===== src/rtl/io_bus_responder.sv =====
// Memory-mapped IO responder: PORTOUT/PORTIN registers, TX FIFO, STATUS. Optional IO_RESP_CHANGE_DETECT_EN adds PortIn change flag.
// Reads are combinational from registered state; a push to a full FIFO is dropped and flagged as overflow; pops follow TxValid && TxReady.
module io_bus_responder #(
  parameter logic [31:0] BASE_ADDR  = 32'h1001_0000,
  parameter int          FIFO_DEPTH = 4
) (
  input  logic        clk,
  input  logic        reset,
  input  logic [31:0] Address,
  input  logic [31:0] WriteData,
  input  logic        MemWrite,
  input  logic        MemRead,
  output logic [31:0] ReadData,
  input  logic [7:0]  PortIn,
  output logic [31:0] PortOut,
  output logic [31:0] TxData,
  output logic        TxValid,
  input  logic        TxReady
);

  localparam int PW = (FIFO_DEPTH > 1) ? $clog2(FIFO_DEPTH) : 1;
  localparam int CW = PW + 1;
  localparam logic [CW-1:0] DEPTH_C = CW'(FIFO_DEPTH);

  logic          sel;
  logic [1:0]    offset;
  logic          unused_addr;
  logic          wr_en;
  logic          push_req;
  logic          push;
  logic          pop;
  logic          full;
  logic          empty;
  logic          flag_clr;
  logic [31:0]   port_out;
  logic [7:0]    sync1;
  logic [7:0]    sync2;
  logic [PW-1:0] rd_ptr;
  logic [PW-1:0] wr_ptr;
  logic [CW-1:0] count;
  logic          overflow;
  logic          change;
  logic [31:0]   status;
  logic [31:0]   mem [FIFO_DEPTH];

  assign sel         = (Address[31:4] == BASE_ADDR[31:4]);
  assign offset      = Address[3:2];
  assign unused_addr = ^Address[1:0];

  assign wr_en    = MemWrite && sel;
  assign push_req = wr_en && (offset == 2'd2);
  assign flag_clr = wr_en && (offset == 2'd3);
  assign full     = (count == DEPTH_C);
  assign empty    = (count == '0);
  // Full is the pre-pop state: a push against a full FIFO drops even if a pop frees a slot this cycle.
  assign push     = push_req && !full;
  assign pop      = !empty && TxReady;

  always_ff @(posedge clk) begin
    if (push && !reset) mem[wr_ptr] <= WriteData;
  end

  always_ff @(posedge clk) begin
    if (reset) begin
      port_out <= '0;
      sync1    <= '0;
      sync2    <= '0;
      rd_ptr   <= '0;
      wr_ptr   <= '0;
      count    <= '0;
      overflow <= 1'b0;
    end else begin
      sync1 <= PortIn;
      sync2 <= sync1;
      if (wr_en && (offset == 2'd0)) port_out <= WriteData;
      if (push) wr_ptr <= wr_ptr + 1'b1;
      if (pop)  rd_ptr <= rd_ptr + 1'b1;
      case ({push, pop})
        2'b10:   count <= count + 1'b1;
        2'b01:   count <= count - 1'b1;
        default: count <= count;
      endcase
      overflow <= (push_req && full) || (overflow && !flag_clr);
    end
  end

`ifdef IO_RESP_CHANGE_DETECT_EN
  logic [7:0] sync_prev;

  always_ff @(posedge clk) begin
    if (reset) begin
      sync_prev <= '0;
      change    <= 1'b0;
    end else begin
      sync_prev <= sync2;
      change    <= (sync2 != sync_prev) || (change && !flag_clr);
    end
  end
`else
  assign change = 1'b0;
`endif

  assign status  = {22'b0, change, 5'(count), 1'b0, overflow, empty, full};
  assign TxValid = !empty;
  assign TxData  = empty ? 32'h0 : mem[rd_ptr];
  assign PortOut = port_out;

  always_comb begin
    ReadData = 32'h0;
    if (MemRead && sel) begin
      case (offset)
        2'd0:    ReadData = port_out;
        2'd1:    ReadData = {24'b0, sync2};
        2'd3:    ReadData = status;
        default: ReadData = 32'h0;
      endcase
    end
  end

endmodule


===== config.mk =====
export PLATFORM = sky130hd
export DESIGN_NAME = io_bus_responder
export DESIGN_NICKNAME = d
export VERILOG_FILES = /design/src/rtl/io_bus_responder.sv
export SDC_FILE = /design/constraint.sdc
export NUM_CORES = 1
export LEC_CHECK = 0
export CAP_MARGIN = 20
export CORE_ASPECT_RATIO = 1.4
export CORE_MARGIN = 2
export CORE_UTILIZATION = 35
export DETAILED_ROUTE_END_ITERATION = 12
export SLEW_MARGIN = 10
export SYNTH_ARGS = -nofsm -noshare
export SYNTH_HDL_FRONTEND = slang
export SYNTH_SLANG_ARGS = --single-unit

===== constraint.sdc =====
create_clock -name clk -period 6.4 [get_ports clk]
set_clock_uncertainty 0.15 [all_clocks]
set_input_delay 0.64 -clock clk [delete_from_list [all_inputs] [get_ports clk]]
set_output_delay 0.64 -clock clk [all_outputs]
set_load 0.02 [all_outputs]

==> results of run 1 <==
-- cell type report --
type / count / share of cell area, %
timing repair buffer: 183 / 17.8
clock buffer: 21 / 4.77
inverter: 6 / 0.223
tap: 260 / 3.22
sequential: 186 / 49.5
clock inverter: 11 / 0.804
multi-input combinational: 280 / 23.7
antenna: 1 / 0.0247
-- worst paths after layout --
kind / from / to / slack [ns] / depth (start not counted)
max reg2reg: count[0] / mem[3][24] / 3.38 / 5
max: Address[6] / ReadData[26] / 1.78 / 7
min: sync1[4] / sync2[4] / 0.29 / 1
min reg2reg: sync1[4] / sync2[4] / 0.29 / 1
-- registers in the layout (all words and copies together), names as in the netlist, named ones only --
name      cells
mem         128
PortOut      32
sync1         8
sync2         8
count         3
rd_ptr        2
wr_ptr        2
overflow      1
-- cells in the final DEF, fill, tap and decap left out, types with 3 or more instances in the layout --
| cell | Yosys | final |
|---|---|---|
| nor2b_1 | 16 | 16 |
| o21ai_1 | 9 | 9 |
| a22oi_1 | 6 | 6 |
| clkdlybuf4s50_1 | 0 | 170 |
| dfxtp_1 | 58 | 56 |
| mux4_2 | 32 | 32 |
| and2_1 | 57 | 57 |
| nor3b_4 | 0 | 5 |
| o21ai_0 | 24 | 24 |
| clkbuf_16 | 0 | 19 |
| inv_6 | 0 | 4 |
| mux2_2 | 5 | 5 |
| nor4_2 | 3 | 3 |
| xor2_1 | 3 | 3 |
| or3_1 | 3 | 3 |
| nor2_1 | 13 | 13 |
| clkinv_2 | 0 | 3 |
| ha_1 | 5 | 5 |
| nor3_1 | 4 | 4 |
| edfxtp_1 | 128 | 128 |
| buf_4 | 3 | 12 |
| a21oi_1 | 36 | 36 |
| nand4_1 | 36 | 36 |
| mux2i_1 | 3 | 3 |
| inv_1 | 6 | 6 |
-- worst max-delay path: stages --
cell and delay, ns:
clkdlybuf4s50_1 0.41, nor4_2 0.34, and4_2 0.26, buf_4 0.43, and4_1 0.89, and2_1 0.23
clkdlybuf4s50_1 0.60
-- cells by family (layout without fill, tap and decap cells) --
kind of cell | Yosys count | in the layout | share of synthesized area, %
flops | 186 | 186 | 65.8
simple gates | 151 | 151 | 13.4
compound gates | 79 | 79 | 5.51
buf+inv | 45 | 221 | 3.06
mux | 40 | 40 | 10.6
fa+ha+maj | 6 | 6 | 1.09
xor+xnor | 4 | 4 | 0.461
other cells | 0 | 1 | 0
-- metal layers --
layer / global-route usage, % / share of wire (%)
met5: 0 / 0
met4: 6.11 / 1.3
met3: 3.33 / 5.0
met2: 29.6 / 53
met1: 20.6 / 41
-- power breakdown --
group          total, uW  switching [uW]  internal, uW
clock network        992             444           548
registers           1290           0.931          1290
logic               85.6            38.0          47.7
-- metrics by stage --
stage / cells / hold WS, ns / worst slack (ns) / instance area (um^2)
2_1_floorplan: 511 / 0.264 / 3.03 / 7600
3_3_place_gp: 915 / 0.269 / 1.76 / 9550
3_5_place_dp: 915 / 0.277 / 1.73 / 9550
4_1_cts: 947 / 0.294 / 1.72 / 10100
5_1_grt: 947 / 0.306 / 1.55 / 10100
6_report: 948 / 0.290 / 1.78 / 10100
==> flow_summary.json, run 1 <==
{
  "tightest_slew_ns": 1.02,
  "synth_commonest_cells": "128 x edfxtp_1, 58 x dfxtp_1, 57 x and2_1",
  "slew_violations": 0,
  "slew_headroom_pct": 31.9,
  "grt_pass1_vias": 5123,
  "synth-seq-cells": 186,
  "cp_max_fo": 38,
  "grt_overflow": 0,
  "post-route-util_pct": 47.5,
  "setup_viol": 0,
  "crit_type": "input pin to output port",
  "root_buffer": "clkbuf_16",
  "antenna_found_initial": 0,
  "regArea_mm2": 0.00501,
  "cts_sinks": 186,
  "syn_inst": 511,
  "fin_crit_ns": 4.62,
  "synthFlopType": "edfxtp_1",
  "areaGrowthSynthToFinish_pct": 33.1,
  "max_freq_mhz": 217,
  "via_per_inst": 5.15,
  "core_mm2": 0.0213,
  "dp_hpwl_um": 12200,
  "rsz0062_at_grt": "no",
  "io-pin-count": 174,
  "grt_max_degree": 62,
  "grt.total_usage_pct": 16.9,
  "outcome": "finished clean",
  "globalplace.congestion": 0.731,
  "ys_types": 39,
  "clkSlewWorstSetupHoldPaths_ns": 0.07,
  "postCtsResizedCells": 0,
  "routed_wl_um": 18800,
  "syn_avg_cell_area_um2": 14.9,
  "cp.required_ns": 5.61,
  "drc": 0,
  "fillers": 1887,
  "vias": 4885,
  "multi_input_area_mm2": 0.00240,
  "die-area_mm2": 0.0229,
  "vdd_drop_max_uv": 134,
  "synthesis.area_mm2": 0.00760,
  "synth_edf_count": 128,
  "synth_top_area_share_pct": 50.6,
  "layout.nets": 757,
  "hold_viol_final": 0,
  "yosys.area.top_type": "edfxtp_1",
  "finalCritPeriodShare_pct": 72.1,
  "cts_setup_buffers": 0,
  "dieWidth_um": 129,
  "synthMostInstantiatedCell": "edfxtp_1",
  "wl_per_cell_um": 19.8,
  "seq_area_frac_synth_pct": 65.8,
  "dieHeight_um": 178,
  "hp-class": "register to register",
  "clock_path_buffers": 2,
  "worst_skew_pair.late_latency_ns": 0.42,
  "drtIter0Drc": 327,
  "power_uw": 2370,
  "worstPathArrival_ns": 3.83,
  "cts_hold_buf": 0,
  "ant_nets": 0,
  "yosys_warnings": 0,
  "p_leak_uw": 0.00322,
  "drive_above_1_share_pct": 14.3,
  "tritoncts": "yes",
  "rows": 63,
  "synthTopCellsByArea": "edfxtp_1 51%, dfxtp_1 15%, mux4_2 9.5%",
  "fin_setup_tns_ns": 0,
  "h-tree-depth": 4,
  "synth_nets": 594,
  "cap_viol_max_count": 0,
  "async_flop_share_pct": 0,
  "cts_buffers": 17,
  "io_buffers": 171,
  "power-per-cell-area_mw_per_mm2": 234,
  "endpoint_kind": "output port",
  "grt_pass1_wl_um": 28800,
  "dr.pass1.iters": 5,
  "startpoint_type": "input pin",
  "initial_utilization_pct": 35.7
}
Note: power is estimated with default switching activity, not from simulation.
==> run 2: changes to the inputs <==
==> constraint.sdc (replaced) <==
create_clock -name clk -period 4.4 [get_ports clk]
set_clock_uncertainty 0.15 [all_clocks]
set_input_delay 0.44 -clock clk [delete_from_list [all_inputs] [get_ports clk]]
set_output_delay 0.44 -clock clk [all_outputs]
set_load 0.02 [all_outputs]
==> run 2 against run 1 <==
Non-clock buffer count is 3 higher; register-to-register slack lost 1.8 ns; total power grew 54%; sequential share of layout area decreased by 0.52 points; core utilization grew 0.51 points; global-route usage rose by 0.17 points; critical path depth stayed put; flip-flop and latch count is the same; via count up 0.68%; sequential power grew 45%; first-iteration DRC count shrank 13%.
==> flow_summary.json, run 2 (synthesis results as in run 1) <==
{
  "post-place-cells": 918,
  "layout.nets": 760,
  "root_buffer": "clkbuf_16",
  "worstPathArrival_ns": 3.03,
  "antenna_found_initial": 1,
  "slew_headroom_pct": 40.3,
  "tightest_slew_ns": 0.895,
  "worst_r2r_path_depth": 9,
  "cts_buffers": 17,
  "setup_viol": 0,
  "dieWidth_um": 129,
  "via_per_inst": 5.18,
  "power_uw": 3640,
  "p_seq_share_pct": 51.5,
  "post-route-util_pct": 48.0,
  "wl_per_cell_um": 20.1,
  "startpoint_type": "input pin",
  "drc": 0,
  "slew_violations": 0,
  "crit_type": "input pin to output port",
  "ant_nets": 0,
  "p_switching_uw": 757,
  "cts_sinks": 186,
  "postCtsResizedCells": 0,
  "io-pin-count": 174,
  "routed_wl_um": 19000,
  "fillers": 1845,
  "power-per-cell-area_mw_per_mm2": 355,
  "rrSetupSlack_ns": 1.59,
  "worst_skew_pair.late_latency_ns": 0.42,
  "hold_viol_final": 0,
  "diodes": 0,
  "path_cells": "clkdlybuf4s50_1 -> nor4_2 -> and4_2 -> buf_4 -> nand3_2 -> nor3_1 -> clkdlybuf4s50_1",
  "cp-startpoint": "Address[6]",
  "grt.total_usage_pct": 17.0,
  "cp_max_fo": 37,
  "drtIter0Drc": 284,
  "endpoint_kind": "output port",
  "outcome": "finished clean",
  "p_clk_share_pct": 45.0,
  "max_freq_mhz": 276,
  "final_common_cell": "clkdlybuf4s50_1",
  "design_area_mm2": 0.0102,
  "clock_path_buffers": 2,
  "grt_max_degree": 49,
  "dpl_cell_area_mm2": 0.00959,
  "clkSlewWorstSetupHoldPaths_ns": 0.07,
  "p_leak_uw": 0.00327,
  "layout_common_cells": "170 x clkdlybuf4s50_1, 128 x edfxtp_1, 57 x and2_1",
  "grt_pass1_vias": 5217,
  "h-tree-depth": 4,
  "vias": 4918,
  "dr.pass1.iters": 4,
  "cts_setup_buffers": 0,
  "cp.required_ns": 3.81,
  "worst-path-stages": 7,
  "cpMostUsedCell": "clkdlybuf4s50_1",
  "regMostFlops": "mem",
  "largest_reg_flops": 128,
  "dieHeight_um": 178,
  "r2r_end": "count[2]",
  "initial_utilization_pct": 35.7,
  "io_buffers": 171,
  "swShare_pct": 20.8,
  "finalCritPeriodShare_pct": 82.4,
  "cp.buffers_inverters": 3,
  "tritoncts": "yes",
  "core_mm2": 0.0213,
  "slowest_delay_ns": 0.64,
  "cap_viol_max_count": 0,
  "grt_pass1_wl_um": 29200,
  "areaGrowthSynthToFinish_pct": 34.5,
  "worst_path_max_delay_cell": "clkdlybuf4s50_1",
  "endpoint": "ReadData[7]",
  "hp-class": "input pin to register",
  "fin_crit_ns": 3.62,
  "globalplace.congestion": 0.736,
  "drive_above_1_share_pct": 14.9,
  "fin_setup_tns_ns": 0,
  "cp_top_family": "buffers and inverters",
  "rows": 63,
  "die-area_mm2": 0.0229,
  "grt_overflow": 0,
  "dp_hpwl_um": 12500,
  "vdd_drop_max_uv": 248,
  "reg2reg_from": "count[0]",
  "internal_power_uw": 2880,
  "min-delay-start": "reset",
  "cts_hold_buf": 0,
  "instances_no_fill": 950,
  "rsz0062_at_grt": "no",
  "power.share.combinational_pct": 3.5
}
-- run 2: changes by cell type in the layout (fill, tap and decap cells not counted), sizes merged --
cell,before,now
inv,11,14
bufinv,0,3
clkinv,5,2
clkbuf,21,18
buf,13,16
diode,1,0
-- run 2: how the worst min path moves through the flow --
stage | endpoint | slack [ns] | cells past startpoint
3_5_place_dp | sync2[5] | 0.27 | 1
4_1_cts | register | 0.26 | 2
2_1_floorplan | sync2[0] | 0.26 | 1
6_report | register | 0.28 | 2
3_3_place_gp | sync2[7] | 0.27 | 1
5_1_grt | sync2[5] | 0.30 | 1
-- run 2: per-layer routing --
metal  vias to the layer above  track usage (%)  part of all wire [%]
li1                       2279                -                     -
met1                      2430             20.2                    40
met2                       182             30.7                    53
met3                        27             3.42                   5.2
met4                         0             5.84                   2.1
met5                         -                0                     0
-- run 2: cell type report --
cell class / instances / area, um^2 / area share [%]
inverters: 6 / 22.5 / 0.220
multi-input cells: 280 / 2400 / 23.5
well taps: 260 / 325 / 3.18
repair buffers: 186 / 1830 / 17.9
flip-flops and latches: 186 / 5010 / 49.0
clock inverters: 14 / 200 / 1.96
clock buffers: 18 / 439 / 4.29
-- run 2: power groups by stage --
stage          clock [uW]  sequential (uW)  combinational (uW)
2_1_floorplan           0             1910                27.7
3_3_place_gp            0             1910                 123
3_5_place_dp            0             1910                 127
4_1_cts              1670             1870                 127
5_1_grt              1730             1870                 136
6_report             1640             1870                 126
-- run 2: stage by stage --
step	setup WS (ns)	hold slack [ns]
final	0.776	0.281
after global placement	0.741	0.269
after detailed placement	0.774	0.270
after CTS	0.770	0.264
after floorplan	1.23	0.264
after global routing	0.531	0.300
